$ cat src/rtl/alu_arbiter_if.sv
// rtl/alu_arbiter_if.sv - requester and shared-ALU bundle for alu_arbiter
interface alu_arbiter_if #(
  parameter int NREQ = 4
);
  logic [NREQ-1:0]   req;
  logic [4*NREQ-1:0] req_a;
  logic [4*NREQ-1:0] req_b;
  logic [2*NREQ-1:0] req_op;
  logic [NREQ-1:0]   gnt;
  logic [NREQ-1:0]   rsp_valid;
  logic [7:0]        rsp_res;
  logic [3:0]        alu_a;
  logic [3:0]        alu_b;
  logic [1:0]        alu_op;
  logic [7:0]        alu_res;
  logic              busy;

  modport slave (
    input  req, req_a, req_b, req_op, alu_res,
    output gnt, rsp_valid, rsp_res, alu_a, alu_b, alu_op, busy
  );

  modport master (
    output req, req_a, req_b, req_op, alu_res,
    input  gnt, rsp_valid, rsp_res, alu_a, alu_b, alu_op, busy
  );
endinterface

$ cat src/rtl/alu_arbiter.sv


module alu_arbiter #(
  parameter int NREQ = 4
) (
  input  logic          clk,
  input  logic          rst,
  alu_arbiter_if.slave  bus
);
  localparam int IDW = $clog2(NREQ);
  localparam logic [IDW-1:0]  LAST = IDW'(NREQ - 1);
  localparam logic [NREQ-1:0] ONE  = NREQ'(1);

  localparam logic [0:0] S_IDLE = 1'b0;
  localparam logic [0:0] S_EXEC = 1'b1;

  logic [0:0]      state;
  logic [IDW-1:0]  id;
  logic [NREQ-1:0] gnt;
  logic [NREQ-1:0] rsp_valid;
  logic [7:0]      rsp_res;
  logic [3:0]      alu_a;
  logic [3:0]      alu_b;
  logic [1:0]      alu_op;

  logic            found;
  logic [IDW-1:0]  win;
  logic [IDW-1:0]  cand;

`ifndef ALU_ARB_FIXED_PRIO_EN
  logic [IDW-1:0]  ptr;
`endif

  // Fixed priority is the round-robin search with the pointer pinned at NREQ-1.
  always_comb begin
    found = 1'b0;
    win   = '0;
`ifdef ALU_ARB_FIXED_PRIO_EN
    cand  = LAST;
`else
    cand  = ptr;
`endif
    for (int k = 0; k < NREQ; k++) begin
      cand = (cand == LAST) ? '0 : cand + 1'b1;
      if (!found && bus.req[cand]) begin
        found = 1'b1;
        win   = cand;
      end
    end
  end

  always_ff @(posedge clk) begin
    if (rst) begin
      state     <= S_IDLE;
      id        <= '0;
      gnt       <= '0;
      rsp_valid <= '0;
      rsp_res   <= 8'h00;
      alu_a     <= 4'h0;
      alu_b     <= 4'h0;
      alu_op    <= 2'd0;
`ifndef ALU_ARB_FIXED_PRIO_EN
      ptr       <= LAST;
`endif
    end else begin
      gnt       <= '0;
      rsp_valid <= '0;
      case (state)
        S_IDLE: begin
          if (found) begin
            alu_a  <= bus.req_a[{win, 2'b00} +: 4];
            alu_b  <= bus.req_b[{win, 2'b00} +: 4];
            alu_op <= bus.req_op[{win, 1'b0} +: 2];
            gnt    <= ONE << win;
            id     <= win;
`ifndef ALU_ARB_FIXED_PRIO_EN
            ptr    <= win;
`endif
            state  <= S_EXEC;
          end
        end
        default: begin
          rsp_res   <= bus.alu_res;
          rsp_valid <= ONE << id;
          state     <= S_IDLE;
        end
      endcase
    end
  end

  assign bus.gnt       = gnt;
  assign bus.rsp_valid = rsp_valid;
  assign bus.rsp_res   = rsp_res;
  assign bus.alu_a     = alu_a;
  assign bus.alu_b     = alu_b;
  assign bus.alu_op    = alu_op;
  assign bus.busy      = (state == S_EXEC);
endmodule

$ cat src/flat_wrapper.sv
// flat-port wrapper written by rule: the top's interface ports become plain ports
module alu_arbiter_flat 
#(
  parameter int NREQ = 4
)
  (clk, rst, bus_req, bus_req_a, bus_req_b, bus_req_op, bus_alu_res, bus_gnt, bus_rsp_valid, bus_rsp_res, bus_alu_a, bus_alu_b, bus_alu_op, bus_busy);
  alu_arbiter_if #(.NREQ(NREQ)) bus_i ();
  input  logic clk;
  input  logic rst;
  input wire logic [$bits(bus_i.req)-1:0] bus_req;
  input wire logic [$bits(bus_i.req_a)-1:0] bus_req_a;
  input wire logic [$bits(bus_i.req_b)-1:0] bus_req_b;
  input wire logic [$bits(bus_i.req_op)-1:0] bus_req_op;
  input wire logic [$bits(bus_i.alu_res)-1:0] bus_alu_res;
  output wire logic [$bits(bus_i.gnt)-1:0] bus_gnt;
  output wire logic [$bits(bus_i.rsp_valid)-1:0] bus_rsp_valid;
  output wire logic [$bits(bus_i.rsp_res)-1:0] bus_rsp_res;
  output wire logic [$bits(bus_i.alu_a)-1:0] bus_alu_a;
  output wire logic [$bits(bus_i.alu_b)-1:0] bus_alu_b;
  output wire logic [$bits(bus_i.alu_op)-1:0] bus_alu_op;
  output wire logic [$bits(bus_i.busy)-1:0] bus_busy;
  assign bus_i.req = bus_req;
  assign bus_i.req_a = bus_req_a;
  assign bus_i.req_b = bus_req_b;
  assign bus_i.req_op = bus_req_op;
  assign bus_i.alu_res = bus_alu_res;
  assign bus_gnt = bus_i.gnt;
  assign bus_rsp_valid = bus_i.rsp_valid;
  assign bus_rsp_res = bus_i.rsp_res;
  assign bus_alu_a = bus_i.alu_a;
  assign bus_alu_b = bus_i.alu_b;
  assign bus_alu_op = bus_i.alu_op;
  assign bus_busy = bus_i.busy;
  alu_arbiter #(.NREQ(NREQ)) u_core (.clk(clk), .rst(rst), .bus(bus_i));
endmodule
$ cat config.mk
export PLATFORM = sky130hd
export DESIGN_NAME = alu_arbiter_flat
export DESIGN_NICKNAME = d
export VERILOG_FILES = /design/src/rtl/alu_arbiter_if.sv /design/src/rtl/alu_arbiter.sv /design/src/flat_wrapper.sv
export SDC_FILE = /design/constraint.sdc
export NUM_CORES = 1
export LEC_CHECK = 0
export ABC_AREA = 0
export CAP_MARGIN = 20
export CORE_ASPECT_RATIO = 2
export CORE_UTILIZATION = 34
export DETAILED_ROUTE_END_ITERATION = 6
export HOLD_SLACK_MARGIN = 0.03
export PLACE_DENSITY = 0.72
export SLEW_MARGIN = 20
export SYNTH_ARGS = -nofsm -noshare
export SYNTH_HDL_FRONTEND = slang
export SYNTH_SLANG_ARGS = --single-unit
$ cat constraint.sdc
create_clock -name clk -period 1.8 [get_ports clk]
set_input_delay 0.36 -clock clk [delete_from_list [all_inputs] [get_ports clk]]
set_output_delay 0.36 -clock clk [all_outputs]
set_load 0.005 [all_outputs]
==> out/metrics.yaml, run 1 <==
worst_setup_path:
  worstReg2RegStart: "u_core.ptr[1]$_SDFFE_PP1P_"
  cp_max_fo: 5
  cp-start-kind: "register"
  regToRegSetupSlack_ns: 0.009
  path_buf_inv: 2
  ff2ff_path_depth: 8
  slowest_delay_ns: 0.34
  startpoint: "u_core.ptr[1]$_SDFFE_PP1P_"
  crit_type: "register to register"
  cpLargestDelayFamily: "compound AO/OA/AOI/OAI gates"
  crit_required_ns: 1.95
  r2r-end: "u_core.bus.alu_a[1]$_SDFFE_PP0P_"
  worst-endpoint-arrival_ns: 1.94
  worst_setup_path_end_kind: "register"
  cpMaxStageDelayCell: "dfxtp_1"
  cp_cell_sequence: "ha_4, o21ai_0, o211ai_1, o21ai_4, buf_12, buf_6, mux2i_2, o221ai_2"
power_and_ir_drop:
  p_int_w: 0.00179
  p_comb_share_pct: 37.9
  power_w: 0.00244
  p_seq_share_pct: 33.5
  powerDensity_mw_per_mm2: 908
  ir_worst_vdd_mv: 0.769
  p_leak_nw: 1.06
  clockPowerShare_pct: 28.7
  p_sw_w: 0.000646
  switching_share_pct: 26.5
route:
  drc: 0
  drtIter0Drc: 26
  drtAntennaViolNets: 0
  finalWirelength_um: 4620
  m1WireLength_um: 1460
  first_pass_iters: 4
  dr_wl_met2_um: 2540
  vias_per_cell: 5.02
  wl_met3_um: 530
  top_layer: "met4"
  routedWlPerCell_um: 16.0
  num_vias: 1446
worst_hold_path:
  hp-start: "u_core.bus.alu_b[0]$_SDFFE_PP0P_"
  hp-class: "register to register"
  hold_path_depth: 2
  hold_path_end: "u_core.bus.alu_b[0]$_SDFFE_PP0P_"
sta:
  fmax_ghz: 0.558
  min_period_over_period_pct: 99.5
  post-route-min-period_ns: 1.79
  setup_violations: 0
  drv_slew: 0
  worst_pin_slew_ns: 0.306
  hold_viol: 0
  slew_headroom_pct: 79.3
  fin_hold_ws_ns: 0.469
  clock_skew_ns: 0.00710
layout:
  syn2layout_area_growth_pct: 88.7
  fin_nets: 290
  final_layout_size_suffix_gt1_share_pct: 25.4
  fin_util_pct: 66.4
  n_antenna_cell: 0
floorplan:
  start_util_pct: 35.2
  dieArea_mm2: 0.00446
  die_w_um: 47.7
  die_y_um: 93.5
  rows: 33
  io_pins: 81
  fp.coreArea_mm2: 0.00405
grt:
  antenna_found_initial: 0
  grt_max_degree: 18
  first_global_vias: 1454
  grt_usage_pct: 19.0
  grt-ovfl-total: 0
  grt_pass1_wl_um: 6150
logic_synthesis:
  dominantRegCellSynth: "dfxtp_1"
  async_flop_share_pct: 0
  syn-mean-instance-area_um2: 10.8
  synthesis.nets: 187
  synth-seq-cells: 31
  synth_warnings: 0
  synth_edf_count: 0
  ys_seq_area_share_pct: 43.6
  syn_area_mm2: 0.00142
  syn_inst: 132
  synth_cell_type_count: 31
cts:
  cts_tree: "built"
  path_clk_slew_ns: 0.06
  hold_buffers: 0
  cts-root-buf: "clkbuf_8"
  clock_path_buffers: 2
  cts_max_level: 2
  cts_buffers: 5
  clkLatencyLatePin_ns: 0.28
  cts_sinks: 31
job:
  cap_violations: 0
placement:
  gp_congestion: 0.786
  dp_hpwl_um: 3440
  portBuffers: 80
outcome:
  status: "finished, final reports clean"
layout make-up:
class                           count  area [µm²]
Clock inverter                      2        35.0
Fill cell                         336        1360
Clock buffer                        6        82.6
Multi-Input combinational cell     94         830
Timing Repair Buffer              103        1050
Tap cell                           52        65.1
Sequential cell                    31         621
how the worst max path moves through the flow:
stage / slack [ns] / cells past startpoint / to
6_report: 0.009 / 8 / u_core.bus.alu_a[1]$_SDFFE_PP0P_
5_1_grt: -0.02 / 8 / u_core.bus.alu_a[1]$_SDFFE_PP0P_
4_1_cts: 0.02 / 7 / u_core.bus.alu_a[3]$_SDFFE_PP0P_
3_5_place_dp: -0.36 / 8 / u_core.bus.alu_a[1]$_SDFFE_PP0P_
3_3_place_gp: -0.23 / 8 / u_core.bus.alu_op[1]$_SDFFE_PP0P_
2_1_floorplan: 0.10 / 7 / u_core.bus.alu_a[0]$_SDFFE_PP0P_
sequential cells by signal, summed over array words and instances (netlist names):
register,flops
u_core.bus.gnt,4
u_core.ptr,2
u_core.bus.alu_op,2
u_core.bus.busy,1
u_core.id,2
u_core.bus.rsp_valid,4
u_core.bus.rsp_res,8
u_core.bus.alu_b,4
u_core.bus.alu_a,4
per-stage QoR:
stage / setup TNS, ns / instance area, µm² / worst slack [ns] / instances
after global placement: -2.79 / 2380 / -0.234 / 275
after detailed placement: -4.30 / 2380 / -0.359 / 275
final: 0 / 2690 / 0.00901 / 288
after global routing: -0.0213 / 2690 / -0.0213 / 288
after floorplan: 0 / 1420 / 0.102 / 132
after CTS: 0 / 2510 / 0.0187 / 283
placed cells by master (no fill, tap or decap), drive strengths merged:
cell            n
buf            21
o22ai           1
clkdlybuf4s50  76
nor4b           1
and2b           1
dlygate4sd2     2
o21bai          1
and3            2
or2             1
nand2          15
clkinv          1
o31a            1
nor2b           2
nor3            1
nor4bb          2
nor4            1
clkbuf          8
ha              1
dlymetal6s2s    2
o22a            1
dfxtp          31
a21oi           3
o211ai          1
nor2           16
o21ai           4
o221ai         10
mux2i          28
bufinv          1
and4b           1
worst register-to-register path, stage by stage (launching register included):
cell and delay (ns):
dfxtp_1 0.34, ha_4 0.18, o21ai_0 0.18, o211ai_1 0.17, o21ai_4 0.10, buf_12 0.14
buf_6 0.14, mux2i_2 0.27, o221ai_2 0.15
cell usage after synthesis (all sizes together), types with 2 or more instances:
library cell,instances,area share (%)
o221ai,10,10
nor2b,2,0.88
o21ai,4,2.2
dfxtp,31,44
and3,2,0.97
nor2,16,4.7
mux2i,28,20
buf,5,4.0
clkbuf,2,0.53
nand2,15,4.0
nor4bb,2,1.4
a21oi,3,1.1
routing by layer:
layer / track usage, % / up-vias
li1: - / 689
met1: 17.5 / 662
met2: 36.0 / 87
met3: 5.02 / 8
met4: 6.48 / 0
met5: 0 / -
cell families after synthesis:
group	count (synthesis)	share of synthesized area (%)
buffers and inverters	7	4.57
adder cells (fa/ha/maj)	1	0.879
flip-flops	31	43.6
AO/OA/AOI/OAI	22	16.2
multiplexers	28	19.7
AND/OR/NAND/NOR	43	15.0
power groups by stage:
stage                     Sequential, W  Clock, W  Combinational, W
final                          0.000816  0.000699          0.000924
after global placement         0.000823         0          0.000717
after global routing           0.000825  0.000748          0.000980
after floorplan                0.000828         0          0.000366
after detailed placement       0.000828         0          0.000742
after CTS                      0.000816  0.000718          0.000753
repair_timing:
item / CTS / global route
gates resized for setup: 4 / 19
gates cloned: 0 / 2
pin swaps: 0 / 3
endpoints found under the setup margin: 10 / 10
setup buffers: 0 / 3
Power figures use the tool's default switching activity.
==> run 2: changes to the inputs <==
--- a/config.mk
+++ b/config.mk
@@ -12,6 +12,8 @@
 export DETAILED_ROUTE_END_ITERATION = 6
 export HOLD_SLACK_MARGIN = 0.03
 export PLACE_DENSITY = 0.72
+export REMOVE_ABC_BUFFERS = 1
+export SETUP_SLACK_MARGIN = 0.3
 export SLEW_MARGIN = 20
 export SYNTH_ARGS = -nofsm -noshare
 export SYNTH_HDL_FRONTEND = slang
==> run 2 against run 1 <==
Count of clock-buffer cells in the layout stayed put. Non-clock buffer count is 2 higher. Largest power group unchanged. Via count is 2.1% higher. Maximum frequency is 0.83% higher. Global-route usage is 4.8 points higher. Setup slack better by 0.015 ns.
==> out/metrics.yaml, run 2 (synthesized netlist as in run 1, its figures left out) <==
outcome:
  status: "finished, final reports clean"  # unchanged
power_and_ir_drop:
  powerDensity_mw_per_mm2: 901  # was 908 mW/mm²
  p_leak_nw: 1.36  # was 1.06 nW
  ir_worst_vdd_mv: 0.785  # was 0.769 mV
route:
  first_pass_iters: 4  # unchanged
  finalWirelength_um: 4990  # was 4620 µm
  drc: 0  # unchanged
  drtAntennaViolNets: 0  # unchanged
  vias_per_cell: 5.09  # was 5.02
  num_vias: 1477  # was 1,446
  routedWlPerCell_um: 17.2  # was 16.0 µm
  drtIter0Drc: 13  # was 26
layout:
  fin_nets: 292  # was 290
  mostFrequentLayoutCells: "clkdlybuf4s50_1, dfxtp_1, dlymetal6s2s_1"  # was clkdlybuf4s50_1, dfxtp_1, mux2i_1
  n_antenna_cell: 0  # unchanged
  largest_reg_flops: 8  # unchanged
  fillers: 297  # was 336
  final_layout_size_suffix_gt1_share_pct: 34.5  # was 25.4%
  final_common_cell: "clkdlybuf4s50_1"  # unchanged
  top_register: "u_core.bus.rsp_res"  # unchanged
  syn2layout_area_growth_pct: 103  # was 88.7%
  fin_cells: 290  # was 288
sta:
  hold_viol: 0  # unchanged
  setup_ws_ns: 0.0238  # was 0.00901 ns
  drv_slew: 0  # unchanged
  worst_pin_slew_ns: 0.325  # was 0.306 ns
  slew_headroom_pct: 78.0  # was 79.3%
  setup_violations: 0  # unchanged
  clock_skew_ns: 0.00664  # was 0.00710 ns
  fmax_ghz: 0.563  # was 0.558 GHz
  rsz0062_at_grt: "yes"
  post-route-min-period_ns: 1.78  # was 1.79 ns
  min_period_over_period_pct: 98.7  # was 99.5%
worst_setup_path:
  cp_max_fo: 5  # unchanged
  cp_common_cell: "buf_6"
  cp_cell_sequence: "ha_4, buf_6, o211ai_1, o21ai_4, buf_6, buf_12, mux2i_4, o221ai_2"  # was ha_4, o21ai_0, o211ai_1, o21ai_4, buf_12, buf_6, mux2i_2, o221ai_2
  crit_required_ns: 1.98  # was 1.95 ns
  cp-start-kind: "register"  # unchanged
  cpMaxStageDelayCell: "dfxtp_2"  # was dfxtp_1
  slowest_delay_ns: 0.34  # about the same
  crit_type: "register to register"  # unchanged
  worst_setup_path_end_kind: "register"  # unchanged
  worst-endpoint-arrival_ns: 1.95  # was 1.94 ns
placement:
  portBuffers: 80  # unchanged
  post-place-cells: 276  # was 275
  gp_congestion: 0.839  # was 0.786
  dp_hpwl_um: 3540  # was 3440 µm
  dpl_worst_slack_ns: -0.313  # was -0.359 ns
floorplan:
  io_pins: 81  # unchanged
  fp.coreArea_mm2: 0.00405  # unchanged
  rows: 33  # unchanged
  start_util_pct: 35.2  # unchanged
  dieArea_mm2: 0.00446  # unchanged
  die_w_um: 47.7  # unchanged
  die_y_um: 93.5  # unchanged
cts:
  hold_buffers: 0  # unchanged
  cts_sinks: 31  # unchanged
  cts-root-buf: "clkbuf_8"  # unchanged
  clkLatencyLatePin_ns: 0.29  # was 0.28 ns
  cts_tree: "built"  # unchanged
  cts_buffers: 5  # unchanged
  path_clk_slew_ns: 0.07  # was 0.06 ns
  cts_max_level: 2  # unchanged
  clock_path_buffers: 2  # unchanged
job:
  cap_violations: 0  # unchanged
grt:
  grt-ovfl-total: 0  # unchanged
  grt_max_degree: 17  # was 18
  grt_usage_pct: 23.8  # was 19.0%
  antenna_found_initial: 0  # unchanged
  grt_pass1_wl_um: 7320  # was 6150 µm
  first_global_vias: 1548  # was 1,454
worst_hold_path:
  hp-class: "register to register"  # unchanged
run 2: per-layer routing:
layer	share of wire [%]	vias up	track usage, %	routed length [µm]
met2	60	65	44.7	2990
met1	30	699	20.3	1510
met4	3.7	0	11.6	183
met5	0	-	0	0
met3	6.1	18	6.76	302
li1	-	695	-	-
run 2: power breakdown:
group | leakage (nW) | switching (W) | internal, W
combinational | 1.04 | 0.000414 | 0.000646
sequential | 0.256 | 0.0000545 | 0.000771
clock | 0.0612 | 0.000269 | 0.000447
total | 1.36 | 0.000738 | 0.00186
run 2: cell type report:
class	instances	area (µm²)	area share, %
Clock inverter	2	35.0	1.21
Tap cell	52	65.1	2.25
Timing Repair Buffer	105	1100	38.1
Sequential cell	31	631	21.8
Clock buffer	6	82.6	2.86
Multi-Input combinational cell	94	975	33.7
run 2: final timing paths:
path | start | endpoint | slack (ns) | depth (start not counted)
worst max register to register | u_core.ptr[1]$_SDFFE_PP1P_ | u_core.bus.alu_b[2]$_SDFFE_PP0P_ | 0.02 | 8
worst min-delay path | u_core.bus.alu_op[1]$_SDFFE_PP0P_ | u_core.bus.alu_op[1]$_SDFFE_PP0P_ | 0.47 | 2
worst min register to register | u_core.bus.alu_op[1]$_SDFFE_PP0P_ | u_core.bus.alu_op[1]$_SDFFE_PP0P_ | 0.47 | 2
worst max-delay path | u_core.ptr[1]$_SDFFE_PP1P_ | u_core.bus.alu_b[2]$_SDFFE_PP0P_ | 0.02 | 8
run 2: timing repair:
action,CTS,global route
cloned,2,0
pin swaps,7,4
setup endpoints to repair,29,34
resized for setup,61,30
setup buffers,4,0
hold endpoints to repair,0,0
run 2: critical path: cells and delay by family, from the launching register on:
family	cells	cell delay [ns]
AOI/OAI and AO/OA	3	0.39
adders and majority gates	1	0.27
buffers and inverters	3	0.40
DFF	1	0.34
muxes	1	0.25
run 2: metrics by stage:
step / instance area, µm² / hold slack (ns) / utilization [%] / TNS, ns / total power [W]
CTS: 2800 / 0.477 / 69.1 / 0 / 0.00256
floorplan: 1360 / 0.429 / - / -0.859 / 0.00114
global placement: 2380 / 0.452 / 58.8 / -2.78 / 0.00154
finish: 2890 / 0.471 / 71.4 / 0 / 0.00260
global route: 2890 / 0.492 / 71.4 / -0.0583 / 0.00270
detailed placement: 2380 / 0.460 / 58.8 / -3.70 / 0.00157
